<file path="src/rtl/mem_port_arbiter_if.sv">
// mem_port_arbiter_if: fetch, data and memory-side signals of the unified memory port arbiter.
interface mem_port_arbiter_if #(
    parameter int ADDR_W = 32,
    parameter int DATA_W = 64
);
    localparam int MASK_W = DATA_W / 8;
    logic              if_req;
    logic [ADDR_W-1:0] if_addr;
    logic [DATA_W-1:0] if_rdata;
    logic              if_valid;
    logic              dm_req;
    logic [ADDR_W-1:0] dm_addr;
    logic [MASK_W-1:0] dm_w_mask;
    logic [DATA_W-1:0] dm_wdata;
    logic [DATA_W-1:0] dm_rdata;
    logic              dm_valid;
    logic              mem_req;
    logic [ADDR_W-1:0] mem_addr;
    logic [MASK_W-1:0] mem_w_mask;
    logic [DATA_W-1:0] mem_wdata;
    logic              mem_ack;
    logic [DATA_W-1:0] mem_rdata;
    logic              pipe_stall;
    logic              err;

    modport master (
        input  if_req, if_addr, dm_req, dm_addr, dm_w_mask, dm_wdata, mem_ack, mem_rdata,
        output if_rdata, if_valid, dm_rdata, dm_valid, mem_req, mem_addr, mem_w_mask,
               mem_wdata, pipe_stall, err
    );

    modport slave (
        output if_req, if_addr, dm_req, dm_addr, dm_w_mask, dm_wdata, mem_ack, mem_rdata,
        input  if_rdata, if_valid, dm_rdata, dm_valid, mem_req, mem_addr, mem_w_mask,
               mem_wdata, pipe_stall, err
    );
endinterface

</file>
<file path="src/rtl/mem_port_arbiter.sv">
// mem_port_arbiter: shares one single-ported memory between fetch and data ports,
// one transaction in flight, DM-first priority with alternation, timeout watchdog.
module mem_port_arbiter #(
    parameter int TIMEOUT = 255
) (
    input  logic               clk,
    input  logic               rst,
    mem_port_arbiter_if.master b
);
    typedef enum logic [1:0] {IDLE, BUSY_IF, BUSY_DM} state_t;

    localparam logic [7:0] LIMIT = 8'(TIMEOUT - 1);

    state_t     state, state_n;
    logic       last_dm;
    logic [7:0] cnt;
    logic       if_eff, dm_eff, grant_dm, grant_if, busy, done, tmo;

    // a requester's own valid pulse masks its request so it cannot be issued twice
    always_comb begin
        if_eff   = b.if_req & ~b.if_valid;
        dm_eff   = b.dm_req & ~b.dm_valid;
        busy     = state != IDLE;
        grant_dm = ~busy & dm_eff & (~if_eff | ~last_dm);
        grant_if = ~busy & if_eff & ~grant_dm;
        done     = busy & b.mem_ack;
        tmo      = busy & ~b.mem_ack & (cnt == LIMIT);
        state_n  = state;
        if (grant_dm)
            state_n = BUSY_DM;
        else if (grant_if)
            state_n = BUSY_IF;
        else if (done | tmo)
            state_n = IDLE;
    end

    assign b.pipe_stall = if_eff | dm_eff;

    always_ff @(posedge clk or negedge rst) begin
        if (!rst) begin
            state        <= IDLE;
            last_dm      <= 1'b0;
            cnt          <= '0;
            b.mem_req    <= 1'b0;
            b.mem_addr   <= '0;
            b.mem_w_mask <= '0;
            b.mem_wdata  <= '0;
            b.if_valid   <= 1'b0;
            b.dm_valid   <= 1'b0;
            b.if_rdata   <= '0;
            b.dm_rdata   <= '0;
            b.err        <= 1'b0;
        end else begin
            state      <= state_n;
            b.if_valid <= done & (state == BUSY_IF);
            b.dm_valid <= done & (state == BUSY_DM);
            if (grant_dm | grant_if) begin
                b.mem_req    <= 1'b1;
                b.mem_addr   <= grant_dm ? b.dm_addr : b.if_addr;
                b.mem_w_mask <= grant_dm ? b.dm_w_mask : '0;
                b.mem_wdata  <= grant_dm ? b.dm_wdata : '0;
                last_dm      <= grant_dm;
                cnt          <= '0;
            end else if (done | tmo) begin
                b.mem_req <= 1'b0;
            end
            if (busy & ~b.mem_ack)
                cnt <= cnt + 8'd1;
            if (tmo)
                b.err <= 1'b1;
            if (done & (state == BUSY_IF))
                b.if_rdata <= b.mem_rdata;
            // stores complete without disturbing the last load result
            if (done & (state == BUSY_DM) & (b.mem_w_mask == '0))
                b.dm_rdata <= b.mem_rdata;
        end
    end
endmodule

</file>
<file path="src/flat_wrapper.sv">
// flat-port wrapper written by rule: the top's interface ports become plain ports
module mem_port_arbiter_flat 
#(
    parameter int TIMEOUT = 255
)
  (clk, rst, b_if_req, b_if_addr, b_dm_req, b_dm_addr, b_dm_w_mask, b_dm_wdata, b_mem_ack, b_mem_rdata, b_if_rdata, b_if_valid, b_dm_rdata, b_dm_valid, b_mem_req, b_mem_addr, b_mem_w_mask, b_mem_wdata, b_pipe_stall, b_err);
  mem_port_arbiter_if #(.ADDR_W(32), .DATA_W(64)) b_i ();
  input  logic clk;
  input  logic rst;
  input wire logic [$bits(b_i.if_req)-1:0] b_if_req;
  input wire logic [$bits(b_i.if_addr)-1:0] b_if_addr;
  input wire logic [$bits(b_i.dm_req)-1:0] b_dm_req;
  input wire logic [$bits(b_i.dm_addr)-1:0] b_dm_addr;
  input wire logic [$bits(b_i.dm_w_mask)-1:0] b_dm_w_mask;
  input wire logic [$bits(b_i.dm_wdata)-1:0] b_dm_wdata;
  input wire logic [$bits(b_i.mem_ack)-1:0] b_mem_ack;
  input wire logic [$bits(b_i.mem_rdata)-1:0] b_mem_rdata;
  output wire logic [$bits(b_i.if_rdata)-1:0] b_if_rdata;
  output wire logic [$bits(b_i.if_valid)-1:0] b_if_valid;
  output wire logic [$bits(b_i.dm_rdata)-1:0] b_dm_rdata;
  output wire logic [$bits(b_i.dm_valid)-1:0] b_dm_valid;
  output wire logic [$bits(b_i.mem_req)-1:0] b_mem_req;
  output wire logic [$bits(b_i.mem_addr)-1:0] b_mem_addr;
  output wire logic [$bits(b_i.mem_w_mask)-1:0] b_mem_w_mask;
  output wire logic [$bits(b_i.mem_wdata)-1:0] b_mem_wdata;
  output wire logic [$bits(b_i.pipe_stall)-1:0] b_pipe_stall;
  output wire logic [$bits(b_i.err)-1:0] b_err;
  assign b_i.if_req = b_if_req;
  assign b_i.if_addr = b_if_addr;
  assign b_i.dm_req = b_dm_req;
  assign b_i.dm_addr = b_dm_addr;
  assign b_i.dm_w_mask = b_dm_w_mask;
  assign b_i.dm_wdata = b_dm_wdata;
  assign b_i.mem_ack = b_mem_ack;
  assign b_i.mem_rdata = b_mem_rdata;
  assign b_if_rdata = b_i.if_rdata;
  assign b_if_valid = b_i.if_valid;
  assign b_dm_rdata = b_i.dm_rdata;
  assign b_dm_valid = b_i.dm_valid;
  assign b_mem_req = b_i.mem_req;
  assign b_mem_addr = b_i.mem_addr;
  assign b_mem_w_mask = b_i.mem_w_mask;
  assign b_mem_wdata = b_i.mem_wdata;
  assign b_pipe_stall = b_i.pipe_stall;
  assign b_err = b_i.err;
  mem_port_arbiter #(.TIMEOUT(TIMEOUT)) u_core (.clk(clk), .rst(rst), .b(b_i));
endmodule
</file>
<file path="config.mk">
export PLATFORM = sky130hd
export DESIGN_NAME = mem_port_arbiter_flat
export DESIGN_NICKNAME = d
export VERILOG_FILES = /design/src/rtl/mem_port_arbiter_if.sv /design/src/rtl/mem_port_arbiter.sv /design/src/flat_wrapper.sv
export SDC_FILE = /design/constraint.sdc
export NUM_CORES = 1
export LEC_CHECK = 0
export CAP_MARGIN = 20
export CORE_AREA = 2 2 172 174
export DETAILED_ROUTE_END_ITERATION = 10
export DIE_AREA = 0 0 174 176
export PLACE_DENSITY = 0.69
export SYNTH_ARGS = -nofsm -noshare
export SYNTH_HDL_FRONTEND = slang
export SYNTH_SLANG_ARGS = --single-unit
</file>
<file path="constraint.sdc">
create_clock -name clk -period 1.67 [get_ports clk]
set_input_delay 0.501 -clock clk [delete_from_list [all_inputs] [get_ports clk]]
set_output_delay 0.501 -clock clk [all_outputs]
set_load 0.03 [all_outputs]
</file>
* Yosys cells after proc, flatten, opt, wreduce, memory -nomap -nowiden
Index checks and enable logic that the tools add are counted.
** Word-level totals
- Register bits :: 247
- Bits of input ports :: 205
- Output and inout port bits :: 237
- Word-level logic and storage cells :: 54
** Operators by class
- Add/sub/neg operators :: 1
- Eq/ne operators :: 3
- Muxes and demuxes :: 10
- Bitwise logic cells :: 23
- Reductions and logical operators :: 5
** Operator list (count)
- $mux 64 :: 1
- $mux 32 :: 1
- $mux 8 :: 3
- $and 1x1->1 :: 12
- $add 8x1->8 const B :: 1
- $eq 8x8->1 const B :: 1
- $logic_not 8->1 :: 1
- $not 1->1 :: 7
- $mux 2 :: 3
- $reduce_bool 2->1 :: 3
- $or 1x1->1 :: 4
- $reduce_bool 3->1 :: 1
- $eq 2x1->1 const B :: 1
- $eq 2x2->1 const B :: 1
- $mux 1 :: 2

* Depth between registers and ports, before layout
Gate-level depths: netlist (run 1).
- Word-level depth :: 10
- Mapped depth :: 6
- Depth with buffers taken out :: 5

* Worst setup path before layout (run 1)
OpenSTA, ideal clock, no wires.
- Path type :: register to register
- Start point :: register u_core.b.dm_valid
- End point :: register u_core.b.mem_addr[10]
- Setup time :: 0.064 ns
- Data arrival time :: 1.704 ns
- Data required time :: 1.606 ns
- Setup slack :: -0.098 ns
- Stages on the path, launching flop included :: 6
- Buffers on the path :: 1
- Period minus slack after synthesis :: 1.768 ns
- Path through :: dfrtp_1 nand2b_1 a2111oi_4 clkbuf_1 a22o_1 a21o_1
** On the way
- Word-level cells in the longest chain between the ends :: 7
- Elaborated cells between the ends (all ways) :: 8
- Classes of those cells :: mux (1); bitwise (7)
** Ends and longest elaborated chain
- from (decl) :: RTL line mem_port_arbiter_if.sv:28 : output if_rdata, if_valid, dm_rdata, dm_valid, mem_req, mem_addr, mem_w_mask,
- from (signal assigned) :: RTL line mem_port_arbiter.sv:56 : b.dm_valid <= done & (state == BUSY_DM);
- $not 1->1 (*) :: RTL line mem_port_arbiter.sv:22 : dm_eff = b.dm_req & ~b.dm_valid;
- $and 1x1->1 (*) :: RTL line mem_port_arbiter.sv:22
- $and 1x1->1 (*) (2 in a row) :: RTL line mem_port_arbiter.sv:24 : grant_dm = ~busy & dm_eff & (~if_eff | ~last_dm);
- $not 1->1 :: RTL line mem_port_arbiter.sv:25 : grant_if = ~busy & if_eff & ~grant_dm;
- $and 1x1->1 :: RTL line mem_port_arbiter.sv:25
- $or 1x1->1 :: RTL line mem_port_arbiter.sv:57 : if (grant_dm | grant_if) begin
- to (signal assigned) :: RTL line mem_port_arbiter.sv:59 : b.mem_addr <= grant_dm ? b.dm_addr : b.if_addr;
- to (decl) :: RTL line mem_port_arbiter_if.sv:28
Mark *: on every way between the ends. The rest lies on a longest branch, timed or not.
A chain may end at the register's enable or synchronous reset.

* Final worst setup path (run 1)
- Start point :: register u_core.b.if_valid
- End point :: output port b_pipe_stall
** On the way
- Word-level cells in the longest chain between the ends :: 3
** Ends and longest elaborated chain
- from (decl) :: RTL line mem_port_arbiter_if.sv:28
- from (signal assigned) :: RTL line mem_port_arbiter.sv:55 : b.if_valid <= done & (state == BUSY_IF);
- $not 1->1 :: RTL line mem_port_arbiter.sv:21 : if_eff = b.if_req & ~b.if_valid;
- $and 1x1->1 :: RTL line mem_port_arbiter.sv:21
- $or 1x1->1 :: RTL line mem_port_arbiter.sv:37 : assign b.pipe_stall = if_eff | dm_eff;
- to (decl) :: RTL line flat_wrapper.sv:26 : output wire logic [$bits(b_i.pipe_stall)-1:0] b_pipe_stall;
No other way between the ends.

==> report_table.html, run 1 <==
<table>
<tr><th>Metric</th><th>Value</th></tr>
<tr><th colspan="2">Outcome</th></tr>
<tr><td>Status</td><td>complete, but fails checks</td></tr>
<tr><td>Violations in the final reports</td><td>negative setup slack</td></tr>
<tr><th colspan="2">Floorplanning</th></tr>
<tr><td>Horizontal extent of the die</td><td>174 µm</td></tr>
<tr><td>Starting Density</td><td>between 30% and 40%</td></tr>
<tr><td>Total Die Area</td><td>30600 µm²</td></tr>
<tr><td>Height of the chip</td><td>176 µm</td></tr>
<tr><td>Site Rows</td><td>62</td></tr>
<tr><td>Core box area</td><td>roughly 29000 µm²</td></tr>
<tr><td>Number of ports placed on the die boundary</td><td>between 400 and 500</td></tr>
<tr><th colspan="2">GRT</th></tr>
<tr><td>Number of antenna violations at the first check in global routing</td><td>1</td></tr>
<tr><td>Global-route wire length before repair</td><td>around 50000 µm</td></tr>
<tr><td>Total routing resource utilization after global routing</td><td>slightly above 20%</td></tr>
<tr><td>Residual overflow from global routing</td><td>0</td></tr>
<tr><td>Pin count of the biggest net entering global routing</td><td>46</td></tr>
<tr><td>Via count of the first global-routing pass</td><td>8468</td></tr>
<tr><th colspan="2">Logic synthesis</th></tr>
<tr><td>Cell with the most instances after synthesis</td><td>dfrtp_1</td></tr>
<tr><td>Mean instance size in the synthesized netlist</td><td>between 10 and 15 µm²</td></tr>
<tr><td>Net count of the mapped netlist</td><td>about 960</td></tr>
<tr><td>Synth area leader</td><td>dfrtp_1</td></tr>
<tr><td>Ys flop type</td><td>dfrtp_1</td></tr>
<tr><td>Part of the Yosys area used for sequential elements</td><td>65.9%</td></tr>
<tr><td>Syn. warnings</td><td>0</td></tr>
<tr><td>Main area contributors after synthesis</td><td>dfrtp_1 (66%), a22o_1 (9.7%), nand2_1 (7.9%)</td></tr>
<tr><td>Leading cell types by count after synthesis</td><td>dfrtp_1 (247), nand2_1 (198), a22o_1 (104)</td></tr>
<tr><td>Number of instances in the synthesized netlist</td><td>between 700 and 800</td></tr>
<tr><td>Number of distinct library cells after synthesis</td><td>37</td></tr>
<tr><td>Netlist Area Pre-Place</td><td>about 9400 µm²</td></tr>
<tr><td>Number of flops mapped to enable cells by yosys</td><td>0</td></tr>
<tr><td>Async set-reset flop share out of synthesis</td><td>100%</td></tr>
<tr><td>Synth top area share</td><td>about 66%</td></tr>
<tr><td>#FFs+latches synth</td><td>approximately 250</td></tr>
<tr><th colspan="2">STA</th></tr>
<tr><td>Final worst-path cycle share</td><td>113%</td></tr>
<tr><td>Relative slew slack</td><td>between 60% and 70%</td></tr>
<tr><td>Highest Clock Rate</td><td>531 MHz</td></tr>
<tr><td>Time the worst path needs with I/O delays and setup</td><td>~1.9 ns</td></tr>
<tr><td>Unrepaired setup endpoints after global routing</td><td>yes</td></tr>
<tr><td>Total count of hold-check failures in the final report</td><td>0</td></tr>
<tr><td>Final worst setup slack</td><td>-0.215 ns</td></tr>
<tr><td>Fin. max-slew vios</td><td>0</td></tr>
<tr><td>Number of setup violations in the final report</td><td>a little over 90</td></tr>
<tr><td>Least-Margin Pin Slew</td><td>around 0.6 ns</td></tr>
<tr><td>Clock Skews</td><td>around 0.0088 ns</td></tr>
<tr><th colspan="2">Routing</th></tr>
<tr><td>Iteration count of the initial detailed-routing pass</td><td>6</td></tr>
<tr><td>DRC violation total after the first TritonRoute iteration</td><td>around 350</td></tr>
<tr><td>Via count normalized by instance count</td><td>~4.8</td></tr>
<tr><td>Drt total wl</td><td>approximately 33000 µm</td></tr>
<tr><td>Post-route ant nets</td><td>0</td></tr>
<tr><td>DRC errors left</td><td>0</td></tr>
<tr><td>Total number of vias</td><td>7958</td></tr>
<tr><td>Final routed wire length divided by cell count</td><td>~20 µm</td></tr>
<tr><th colspan="2">Placed design</th></tr>
<tr><td>Port Buffers</td><td>441</td></tr>
<tr><td>Placed instance area</td><td>14800 µm²</td></tr>
<tr><td>DP HPWL</td><td>roughly 23000 µm</td></tr>
<tr><td>Final Wtd Congestion</td><td>just under 0.8</td></tr>
<tr><td>Cell total after placement</td><td>roughly 1600</td></tr>
<tr><th colspan="2">Setup path</th></tr>
<tr><td>Arrival time of the worst setup path</td><td>around 1.4 ns</td></tr>
<tr><td>Top delay family on crit path</td><td>flip-flops</td></tr>
<tr><td>Nature of the critical path startpoint</td><td>flip-flop</td></tr>
<tr><td>Largest incremental delay on the critical path</td><td>approximately 0.4 ns</td></tr>
<tr><td>Worst-path fanout max</td><td>2</td></tr>
<tr><td>Worst EP required</td><td>roughly 1.2 ns</td></tr>
<tr><td>Crit-path cells</td><td>nor2b_4 &gt; or2_4 &gt; buf_6</td></tr>
<tr><td>Worst-path cell with the longest stage delay</td><td>dfrtp_2</td></tr>
<tr><td>Worst setup startpoint</td><td>u_core.b.if_valid</td></tr>
<tr><td>Number of buffer and inverter instances along the worst setup path</td><td>1</td></tr>
<tr><td>FF-to-FF Start</td><td>u_core.b.if_valid</td></tr>
<tr><td>Start-to-end type of the worst setup path</td><td>flip-flop to output pin</td></tr>
<tr><td>Kind of end point of the critical path</td><td>output pin</td></tr>
<tr><th colspan="2">Clock network</th></tr>
<tr><td>Clock buffers created by TritonCTS</td><td>29</td></tr>
<tr><td>Sinks on Clock Net</td><td>247</td></tr>
<tr><td>Clock-pin slew on the worst setup and hold paths</td><td>about 0.060 ns</td></tr>
<tr><td>CTS tree</td><td>done</td></tr>
<tr><td>H-Tree Level Count</td><td>1</td></tr>
<tr><td>Clk Latency, worst-skew pair</td><td>around 0.54 ns</td></tr>
<tr><td>Clock root cell</td><td>clkbuf_16</td></tr>
<tr><td>Buffers from clock root to sink, at most</td><td>3</td></tr>
<tr><th colspan="2">Hold path</th></tr>
<tr><td>Type of the tightest min-delay check</td><td>input pin to asynchronous set/reset pin</td></tr>
<tr><th colspan="2">Layout</th></tr>
<tr><td>Layout overhead on the synthesized area</td><td>65.1%</td></tr>
<tr><td>Count of non-filler cells in the finished layout</td><td>1667</td></tr>
<tr><td>Post-route standard cell area excluding fillers</td><td>approximately 15000 µm²</td></tr>
<tr><td>Share of post-route cells with drive strength above 1</td><td>34.8%</td></tr>
<tr><td>Number of nets in the layout</td><td>1468</td></tr>
<tr><td>Number of fill cells</td><td>2541</td></tr>
<tr><th colspan="2">Power and ir drop</th></tr>
<tr><td>Power density over the cells</td><td>between 2000 and 2500 nW/µm²</td></tr>
<tr><td>Worst ir drop on vdd</td><td>approximately 0.0011 V</td></tr>
<tr><td>Leakage power</td><td>~0.0079 µW</td></tr>
<tr><th colspan="2">Job</th></tr>
<tr><td>Number of max-capacitance violations reported</td><td>0</td></tr>
</table>
[placed cells by master (no fill, tap or decap), types with 3 or more instances in the layout]
cell,Yosys,routed
buf_12,0,30
clkbuf_8,0,9
clkdlybuf4s50_1,0,201
buf_2,8,192
clkinv_2,0,3
clkbuf_1,35,7
buf_8,0,7
a22o_1,104,104
nor2_1,9,7
nand3_1,8,8
a21o_1,34,34
dfrtp_1,247,246
buf_4,0,50
buf_16,0,6
clkbuf_4,0,4
buf_6,3,27
mux2_2,64,64
clkbuf_16,0,38
nand2_1,198,198
a21oi_1,4,4
[kinds of logic (layout without fill, tap and decap cells)]
family	after synthesis	count (layout)	synth area share (%)
AO/OA/AOI/OAI	153	153	13.7
XOR/XNOR	2	2	0.187
adder cells (fa/ha/maj)	2	2	0.267
buffers and inverters	49	583	2.31
flip-flops	247	247	65.9
multiplexers	65	65	7.79
other	0	1	0
AND/OR/NAND/NOR	230	230	9.81
[registers in the layout (all words and copies together) (netlist names), 2 cells and up]
register and flops:
u_core.cnt 8, u_core.state 2, u_core.b.mem_wdata 64, u_core.b.mem_addr 32, u_core.b.if_rdata 64, u_core.b.mem_w_mask 8
u_core.b.dm_rdata 64
[worst paths after layout]
check,end,slack [ns],cells after the start
min in group clk,u_core.b.if_rdata[59],0.47,2
worst max register to register,u_core.b.mem_wdata[11],-0.04,7
worst min-delay path,u_core.b.dm_rdata[55],0.47,2
worst min register to register,u_core.b.if_rdata[59],0.47,2
worst max-delay path,b_pipe_stall,-0.21,3
max in group asynchronous,u_core.b.mem_wdata[50],0.61,3
[repair_timing]
item	4_1_cts	5_1_grt
buffers inserted	10	13
pin swaps	2	19
endpoints found under the hold margin	38	0
gates cloned	5	11
setup endpoints to repair	322	210
gates resized for setup	1177	60
hold buffers	1	0
[per-stage QoR]
stage / hold slack [ns] / total power (µW) / utilization (%) / worst slack [ns] / setup TNS, ns
after floorplan: 0.205 / 19500 / - / 0.0146 / 0
after global placement: 0.447 / 27700 / 51.8 / -0.515 / -106.87
after detailed placement: 0.453 / 27900 / 51.8 / -0.555 / -107.80
after CTS: 0.447 / 32600 / 52.5 / -0.259 / -1.85
after global routing: 0.481 / 35000 / 54.2 / -0.295 / -14.03
final: 0.466 / 33300 / 54.2 / -0.215 / -1.99
[layout make-up]
type                    count  area (µm²)  area share, %
clock buffers              45         876           5.66
repair buffers            529        4810           31.1
multi-input cells         452        3030           19.6
flip-flops and latches    247        6180           39.9
inverters                   2        7.51         0.0485
well taps                 384         480           3.10
diodes                      1        2.50         0.0162
clock inverters             7        95.1          0.614
[layer usage]
metal | part of all wire, % | up-vias | global-route usage (%)
met5 | 0 | - | 0
met4 | 3.5 | 0 | 6.90
met3 | 8.6 | 76 | 6.40
met2 | 49 | 328 | 34.8
met1 | 39 | 3905 | 24.7
li1 | - | 3649 | -
[power by group]
part	total [µW]	internal [µW]	switching [µW]	leakage, µW
clock network	6390	3890	2500	0.000481
registers	10300	8680	1640	0.00315
logic	16600	6730	9850	0.00431
total	33300	19300	14000	0.00794
Note: power is estimated with default switching activity, not from simulation.
==> inputs of run 2 (changes only) <==
ABC_CLOCK_PERIOD_IN_PS = 1900   (was default)
CORE_AREA = 2 2 174 176   (was 2 2 172 174)
DIE_AREA = 0 0 176 178   (was 0 0 174 176)
PLACE_DENSITY = default   (was 0.69)
clock period = 1.9 ns   (was 1.67 ns; I/O delays follow)
==> run 2 against run 1 <==
The flow still finishes with violations (negative setup slack). Sequential power shrank 12%. Clock skew grew 0.0010 ns. Via count is 2.8% lower. Final cell count fell by 1.5%. Critical path depth unchanged. Sequential share of layout area grew 0.16 points. Critical path type unchanged.
==> report_table.html, run 2 (synthesis gave the netlist of run 1 again) <==
<table>
<tr><th>Metric</th><th>Value</th></tr>
<tr><th colspan="2">Outcome</th></tr>
<tr><td>Violations in the final reports</td><td>negative setup slack</td></tr>
<tr><td>Status</td><td>complete, but fails checks</td></tr>
<tr><th colspan="2">Power and ir drop</th></tr>
<tr><td>Total design power</td><td>28400 µW (-15%)</td></tr>
<tr><td>Power density over the cells</td><td>1840 nW/µm² (-14%)</td></tr>
<tr><td>Worst ir drop on vdd</td><td>0.000966 V (-13%)</td></tr>
<tr><td>Leakage power</td><td>0.00758 µW (-4.5%)</td></tr>
<tr><th colspan="2">Routing</th></tr>
<tr><td>Via count normalized by instance count</td><td>4.71 (-1.4%)</td></tr>
<tr><td>DRC errors left</td><td>0 (unchanged)</td></tr>
<tr><td>Iteration count of the initial detailed-routing pass</td><td>4 (-2)</td></tr>
<tr><td>Final routed wire length divided by cell count</td><td>19.0 µm (-2.3%)</td></tr>
<tr><td>Post-route ant nets</td><td>0 (unchanged)</td></tr>
<tr><td>Total number of vias</td><td>7732 (-2.8%)</td></tr>
<tr><td>Drt total wl</td><td>31300 µm (-3.8%)</td></tr>
<tr><td>DRC violation total after the first TritonRoute iteration</td><td>336 (-2.6%)</td></tr>
<tr><th colspan="2">STA</th></tr>
<tr><td>Final worst setup slack</td><td>-0.0450 ns (+0.170 ns)</td></tr>
<tr><td>Final worst-path cycle share</td><td>102%</td></tr>
<tr><td>Total count of hold-check failures in the final report</td><td>0 (unchanged)</td></tr>
<tr><td>Clock Skews</td><td>0.00983 ns (+0.00104 ns)</td></tr>
<tr><td>Fin. max-slew vios</td><td>0 (unchanged)</td></tr>
<tr><td>Unrepaired setup endpoints after global routing</td><td>yes</td></tr>
<tr><td>Relative slew slack</td><td>51.4% (-9.5 points)</td></tr>
<tr><td>Time the worst path needs with I/O delays and setup</td><td>around 1.9 ns</td></tr>
<tr><td>Highest Clock Rate</td><td>~500 MHz</td></tr>
<tr><td>Least-Margin Pin Slew</td><td>0.728 ns (+0.142 ns)</td></tr>
<tr><td>Number of setup violations in the final report</td><td>1 (-99%)</td></tr>
<tr><th colspan="2">Layout</th></tr>
<tr><td>Count of non-filler cells in the finished layout</td><td>1642 (-1.5%)</td></tr>
<tr><td>Registers with the most flip-flops</td><td>u_core.b.dm_rdata (64), u_core.b.if_rdata (64), u_core.b.mem_wdata (64)</td></tr>
<tr><td>Most common cell after layout, fill and taps aside</td><td>dfrtp_1</td></tr>
<tr><td>Number of nets in the layout</td><td>1435 (-2.2%)</td></tr>
<tr><td>Top library cells by usage in the layout, fill and taps aside</td><td>dfrtp_1 (247), clkdlybuf4s50_1 (201), nand2_1 (198)</td></tr>
<tr><td>Share of post-route cells with drive strength above 1</td><td>22.5% (-12 points)</td></tr>
<tr><td>Layout overhead on the synthesized area</td><td>64.4%</td></tr>
<tr><th colspan="2">Setup path</th></tr>
<tr><td>Arrival time of the worst setup path</td><td>1.38 ns (about the same)</td></tr>
<tr><td>Critical R2R Capture</td><td>u_core.b.mem_wdata[34]</td></tr>
<tr><td>Kind of end point of the critical path</td><td>output pin</td></tr>
<tr><td>Worst EP required</td><td>1.33 ns (+0.16 ns)</td></tr>
<tr><td>FF-to-FF Start</td><td>u_core.state[0]</td></tr>
<tr><td>Setup slack of the most critical reg-to-reg path</td><td>0.11 ns (+0.15 ns)</td></tr>
<tr><td>Register-to-Register Path Depth</td><td>5 (-2)</td></tr>
<tr><td>Nature of the critical path startpoint</td><td>flip-flop</td></tr>
<tr><td>Worst-path fanout max</td><td>3 (+1)</td></tr>
<tr><td>Start-to-end type of the worst setup path</td><td>flip-flop to output pin</td></tr>
<tr><th colspan="2">Placed design</th></tr>
<tr><td>Setup WS pre-CTS</td><td>-0.504 ns (+0.0517 ns)</td></tr>
<tr><td>Cell total after placement</td><td>1586 (+0.63%)</td></tr>
<tr><td>DP HPWL</td><td>23000 µm (+2.0%)</td></tr>
<tr><td>Final Wtd Congestion</td><td>0.784 (-0.70%)</td></tr>
<tr><td>Port Buffers</td><td>441 (unchanged)</td></tr>
<tr><th colspan="2">Clock network</th></tr>
<tr><td>H-Tree Level Count</td><td>1 (unchanged)</td></tr>
<tr><td>Clock-pin slew on the worst setup and hold paths</td><td>0.06 ns (about the same)</td></tr>
<tr><td>Clk Latency, worst-skew pair</td><td>0.54 ns (about the same)</td></tr>
<tr><td>Sinks on Clock Net</td><td>247 (unchanged)</td></tr>
<tr><td>Clock root cell</td><td>clkbuf_16</td></tr>
<tr><td>Buffers from clock root to sink, at most</td><td>3 (unchanged)</td></tr>
<tr><td>CTS tree</td><td>done</td></tr>
<tr><td>Clock buffers created by TritonCTS</td><td>28 (-3.4%)</td></tr>
<tr><th colspan="2">Hold path</th></tr>
<tr><td>Number of cells on the worst hold path</td><td>2</td></tr>
<tr><td>Destination of the worst hold path</td><td>u_core.b.if_rdata[16]</td></tr>
<tr><td>Type of the tightest min-delay check</td><td>flip-flop to flip-flop</td></tr>
<tr><td>Start point of the worst min-delay path</td><td>u_core.b.if_rdata[16]</td></tr>
<tr><th colspan="2">Floorplanning</th></tr>
<tr><td>Height of the chip</td><td>178 µm (+1.1%)</td></tr>
<tr><td>Number of ports placed on the die boundary</td><td>442 (unchanged)</td></tr>
<tr><td>Starting Density</td><td>31.9% (-0.95 points)</td></tr>
<tr><td>Total Die Area</td><td>31300 µm² (+2.3%)</td></tr>
<tr><td>Horizontal extent of the die</td><td>176 µm (+1.1%)</td></tr>
<tr><td>Core box area</td><td>29400 µm² (+3.0%)</td></tr>
<tr><td>Site Rows</td><td>63 (+1.6%)</td></tr>
<tr><th colspan="2">GRT</th></tr>
<tr><td>Residual overflow from global routing</td><td>0 (unchanged)</td></tr>
<tr><td>Pin count of the biggest net entering global routing</td><td>58 (+26%)</td></tr>
<tr><td>Global-route wire length before repair</td><td>48100 µm (-3.0%)</td></tr>
<tr><td>Total routing resource utilization after global routing</td><td>19.6% (-0.84 points)</td></tr>
<tr><td>Number of antenna violations at the first check in global routing</td><td>3 (+2)</td></tr>
<tr><td>Via count of the first global-routing pass</td><td>8248 (-2.6%)</td></tr>
<tr><th colspan="2">Job</th></tr>
<tr><td>Number of max-capacitance violations reported</td><td>0 (unchanged)</td></tr>
</table>
[run 2: per-stage QoR]
stage / hold WS (ns) / setup TNS [ns] / instance area [µm²] / util (%)
global placement: 0.456 / -66.30 / 14700 / 50.1
global route: 0.486 / -0.109 / 15400 / 52.4
CTS: 0.472 / -0.107 / 15600 / 53.1
finish: 0.468 / -0.0450 / 15400 / 52.4
floorplan: 0.274 / 0 / 9380 / -
detailed placement: 0.461 / -70.61 / 14700 / 50.1
[run 2: layout make-up]
cell class	instances	area, µm²
Multi-Input combinational cell	452	3010
Inverter	2	7.51
Antenna cell	2	5.00
Timing Repair Buffer	497	4760
Clock buffer	35	788
Tap cell	390	488
Sequential cell	247	6180
Clock inverter	17	178
Fill cell	2620	14000
[run 2: worst max-delay path by stage]
stage                       from                endpoint  depth (start not counted)  slack, ns
6_report       u_core.b.dm_valid            b_pipe_stall                          3      -0.05
5_1_grt        u_core.b.dm_valid            b_pipe_stall                          3      -0.10
4_1_cts        u_core.b.if_valid            b_pipe_stall                          3       -0.1
3_5_place_dp            b_if_req  u_core.b.mem_w_mask[3]                          7      -0.50
3_3_place_gp            b_if_req   u_core.b.mem_addr[10]                          7      -0.47
2_1_floorplan           b_if_req   u_core.b.mem_addr[10]                          5       0.07
[run 2: routing by layer]
metal / share of wire, % / GRT usage (%) / up-vias
li1: - / - / 3568
met1: 39 / 22.9 / 3829
met2: 48 / 33.5 / 298
met3: 11 / 8.10 / 35
met4: 1.9 / 4.89 / 2
met5: 0.042 / 0 / -
[run 2: repair_timing]
item / CTS / global route
hold endpoints to repair: 27 / 0
hold buffers: 1 / 0
pin swaps: 1 / 1
setup buffers: 1 / 1
resized for setup: 393 / 163
setup endpoints to repair: 236 / 146
[run 2: critical path: stages, from the launching register on]
cell and delay (ns):
dfrtp_1 0.40, nor2b_4 0.05, or2_4 0.24, buf_6 0.14
[run 2: power breakdown]
part | switching, µW | internal, µW
Sequential | 1400 | 7630
Combinational | 8340 | 5420
Clock | 2250 | 3350
==> inputs of run 3 (changes only) <==
RECOVER_POWER = 50   (was default)
TNS_END_PERCENT = 10   (was default)
==> run 3 against run 2 <==
The flow still finishes with violations (negative setup slack). Via count fell by 0.22%. Combinational power barely moved. Critical path depth did not move. Core utilization fell by 0.35 points. Global-route usage barely moved. Final area fell by 0.67%. Register-to-register slack got worse by 0.07 ns. Hold slack got worse by 0.0018 ns. Critical endpoint unchanged. Largest cell class unchanged. Highest routed layer unchanged.
==> report_table.html, run 3 (synthesis gave the netlist of run 1 again) <==
<table>
<tr><th>Metric</th><th>Value</th></tr>
<tr><th colspan="2">Power and ir drop</th></tr>
<tr><td>Total design power</td><td>28300 µW (-0.30%)</td></tr>
<tr><td>Leakage power</td><td>0.00754 µW (-0.60%)</td></tr>
<tr><td>Worst ir drop on vdd</td><td>0.000967 V (+0.13%)</td></tr>
<tr><td>Power density over the cells</td><td>1850 nW/µm² (+0.37%)</td></tr>
<tr><th colspan="2">Setup path</th></tr>
<tr><td>Kind of end point of the critical path</td><td>output pin</td></tr>
<tr><td>Worst-path cell with the longest stage delay</td><td>dfrtp_1</td></tr>
<tr><td>FF-to-FF Start</td><td>u_core.b.mem_w_mask[0]</td></tr>
<tr><td>Crit-path cells</td><td>nor2b_4 &gt; or2_4 &gt; buf_6</td></tr>
<tr><td>Worst EP required</td><td>1.33 ns (about the same)</td></tr>
<tr><td>Start-to-end type of the worst setup path</td><td>flip-flop to output pin</td></tr>
<tr><td>Worst setup startpoint</td><td>u_core.b.if_valid</td></tr>
<tr><td>Worst-path fanout max</td><td>2 (-1)</td></tr>
<tr><td>Largest incremental delay on the critical path</td><td>0.41 ns (about the same)</td></tr>
<tr><td>Arrival time of the worst setup path</td><td>1.38 ns (about the same)</td></tr>
<tr><td>End point of the critical path</td><td>b_pipe_stall</td></tr>
<tr><td>Nature of the critical path startpoint</td><td>flip-flop</td></tr>
<tr><td>Critical R2R Capture</td><td>u_core.b.dm_rdata[8]</td></tr>
<tr><td>Register-to-Register Path Depth</td><td>5 (unchanged)</td></tr>
<tr><td>Setup slack of the most critical reg-to-reg path</td><td>0.04 ns (-0.07 ns)</td></tr>
<tr><th colspan="2">Clock network</th></tr>
<tr><td>Clock buffers created by TritonCTS</td><td>28 (unchanged)</td></tr>
<tr><td>Clk Latency, worst-skew pair</td><td>0.54 ns (about the same)</td></tr>
<tr><td>Buffers from clock root to sink, at most</td><td>3 (unchanged)</td></tr>
<tr><td>Sinks on Clock Net</td><td>247 (unchanged)</td></tr>
<tr><td>Clock root cell</td><td>clkbuf_16</td></tr>
<tr><td>H-Tree Level Count</td><td>1 (unchanged)</td></tr>
<tr><td>CTS tree</td><td>done</td></tr>
<tr><td>Clock-pin slew on the worst setup and hold paths</td><td>0.06 ns (about the same)</td></tr>
<tr><th colspan="2">Layout</th></tr>
<tr><td>Count of non-filler cells in the finished layout</td><td>1642 (unchanged)</td></tr>
<tr><td>Top library cells by usage in the layout, fill and taps aside</td><td>dfrtp_1 (247), clkdlybuf4s50_1 (201), nand2_1 (198)</td></tr>
<tr><td>Number of nets in the layout</td><td>1435 (unchanged)</td></tr>
<tr><td>Layout overhead on the synthesized area</td><td>63.3%</td></tr>
<tr><td>Share of the core filled with cells in the final layout</td><td>52.1% (-0.35 points)</td></tr>
<tr><td>Share of post-route cells with drive strength above 1</td><td>22.2% (-0.32 points)</td></tr>
<tr><td>Most common cell after layout, fill and taps aside</td><td>dfrtp_1</td></tr>
<tr><td>Post-route standard cell area excluding fillers</td><td>15300 µm² (-0.67%)</td></tr>
<tr><td>Registers with the most flip-flops</td><td>u_core.b.dm_rdata (64), u_core.b.if_rdata (64), u_core.b.mem_wdata (64)</td></tr>
<tr><th colspan="2">STA</th></tr>
<tr><td>Least-Margin Pin Slew</td><td>0.874 ns (+0.146 ns)</td></tr>
<tr><td>Fin. max-slew vios</td><td>0 (unchanged)</td></tr>
<tr><td>Highest Clock Rate</td><td>514 MHz (about the same)</td></tr>
<tr><td>Clock Skews</td><td>0.0111 ns (+0.00125 ns)</td></tr>
<tr><td>Relative slew slack</td><td>41.8% (-9.6 points)</td></tr>
<tr><td>Final worst-path cycle share</td><td>102% (about the same)</td></tr>
<tr><td>Total count of hold-check failures in the final report</td><td>0 (unchanged)</td></tr>
<tr><td>Time the worst path needs with I/O delays and setup</td><td>1.95 ns (+0.0000274 ns)</td></tr>
<tr><td>Unrepaired setup endpoints after global routing</td><td>yes</td></tr>
<tr><td>Number of setup violations in the final report</td><td>1 (unchanged)</td></tr>
<tr><td>Final worst setup slack</td><td>-0.0451 ns (-0.0000274 ns)</td></tr>
<tr><th colspan="2">GRT</th></tr>
<tr><td>Total routing resource utilization after global routing</td><td>19.6% (about the same)</td></tr>
<tr><td>Pin count of the biggest net entering global routing</td><td>58 (unchanged)</td></tr>
<tr><td>Residual overflow from global routing</td><td>0 (unchanged)</td></tr>
<tr><td>Global-route wire length before repair</td><td>48100 µm (about the same)</td></tr>
<tr><td>Via count of the first global-routing pass</td><td>8248 (unchanged)</td></tr>
<tr><td>Number of antenna violations at the first check in global routing</td><td>3 (unchanged)</td></tr>
<tr><th colspan="2">Routing</th></tr>
<tr><td>Post-route ant nets</td><td>0 (unchanged)</td></tr>
<tr><td>Total number of vias</td><td>7715 (-0.22%)</td></tr>
<tr><td>Via count normalized by instance count</td><td>4.70 (-0.22%)</td></tr>
<tr><td>Iteration count of the initial detailed-routing pass</td><td>4 (unchanged)</td></tr>
<tr><td>DRC violation total after the first TritonRoute iteration</td><td>367 (+9.2%)</td></tr>
<tr><td>DRC errors left</td><td>0 (unchanged)</td></tr>
<tr><td>Final routed wire length divided by cell count</td><td>19.1 µm (+0.12%)</td></tr>
<tr><td>Drt total wl</td><td>31300 µm (+0.12%)</td></tr>
<tr><th colspan="2">Hold path</th></tr>
<tr><td>Type of the tightest min-delay check</td><td>flip-flop to flip-flop</td></tr>
<tr><th colspan="2">Floorplanning</th></tr>
<tr><td>Height of the chip</td><td>178 µm (unchanged)</td></tr>
<tr><td>Site Rows</td><td>63 (unchanged)</td></tr>
<tr><td>Number of ports placed on the die boundary</td><td>442 (unchanged)</td></tr>
<tr><td>Horizontal extent of the die</td><td>176 µm (unchanged)</td></tr>
<tr><td>Total Die Area</td><td>31300 µm² (unchanged)</td></tr>
<tr><td>Starting Density</td><td>31.9% (unchanged)</td></tr>
<tr><td>Core box area</td><td>29400 µm² (unchanged)</td></tr>
<tr><th colspan="2">Placed design</th></tr>
<tr><td>Port Buffers</td><td>441 (unchanged)</td></tr>
<tr><td>DP HPWL</td><td>23000 µm (unchanged)</td></tr>
<tr><td>Cell total after placement</td><td>1586 (unchanged)</td></tr>
<tr><td>Placed instance area</td><td>14700 µm² (unchanged)</td></tr>
<tr><td>Final Wtd Congestion</td><td>0.784 (unchanged)</td></tr>
<tr><th colspan="2">Outcome</th></tr>
<tr><td>Status</td><td>complete, but fails checks</td></tr>
<tr><td>Violations in the final reports</td><td>negative setup slack</td></tr>
<tr><th colspan="2">Job</th></tr>
<tr><td>Number of max-capacitance violations reported</td><td>0 (unchanged)</td></tr>
</table>
## run 3: cell count changes in the layout (fill, tap and decap cells not counted), sizes merged
cell and delta:
buf -13, clkbuf +12, clkdlybuf4s15 +1
## run 3: cell type report
cell class | count | area, µm²
clock inverters | 17 | 178
well taps | 390 | 488
inverters | 2 | 7.51
repair buffers | 497 | 4660
flip-flops and latches | 247 | 6180
fillers | 2639 | 14100
multi-input cells | 452 | 3010
diodes | 2 | 5.00
clock buffers | 35 | 788
## run 3: worst max-delay path, delay by kind of cell, from the launching register on
family                 cells  cell delay, ns
and+or+nand+nor            2            0.29
buffers and inverters      1            0.14
DFF                        1            0.41
## run 3: per-layer routing
metal  GRT usage, %  part of all wire [%]  up-vias
met5              0                 0.042        -
met4           4.89                   1.9        2
met3           8.10                    11       35
met2           33.5                    48      298
met1           22.9                    39     3811
li1               -                     -     3569
## run 3: power by group
part	switching, µW	leakage, µW	internal, µW
combinational	8330	0.00391	5340
sequential	1400	0.00315	7630
clock	2250	0.000471	3350
## run 3: per-stage QoR
step	setup slack (ns)	TNS, ns	hold WS (ns)
after floorplan	0.0677	0	0.274
after global placement	-0.472	-66.30	0.456
after detailed placement	-0.504	-70.61	0.461
after CTS	-0.0992	-0.0993	0.472
after global routing	-0.108	-11.05	0.494
final	-0.0451	-0.0451	0.466
## run 3: how the worst min path moves through the flow
stage	startpoint	end	slack (ns)	depth (start not counted)
floorplan	rst	u_core.b.dm_rdata[0]	0.27	0
global placement	rst	u_core.b.dm_rdata[55]	0.46	1
detailed placement	u_core.b.if_rdata[63]	u_core.b.if_rdata[63]	0.46	2
CTS	u_core.b.if_rdata[20]	u_core.b.if_rdata[20]	0.47	2
global route	u_core.b.if_rdata[3]	u_core.b.if_rdata[3]	0.49	2
finish	u_core.b.if_rdata[16]	u_core.b.if_rdata[16]	0.47	2
## run 3: repair_timing
item | in CTS | in global routing
endpoints found under the setup margin | 236 | 146
buffers inserted | 1 | 1
pin swaps | 1 | 1
hold buffers | 1 | 0
resized for setup | 394 | 160
endpoints found under the hold margin | 27 | 0
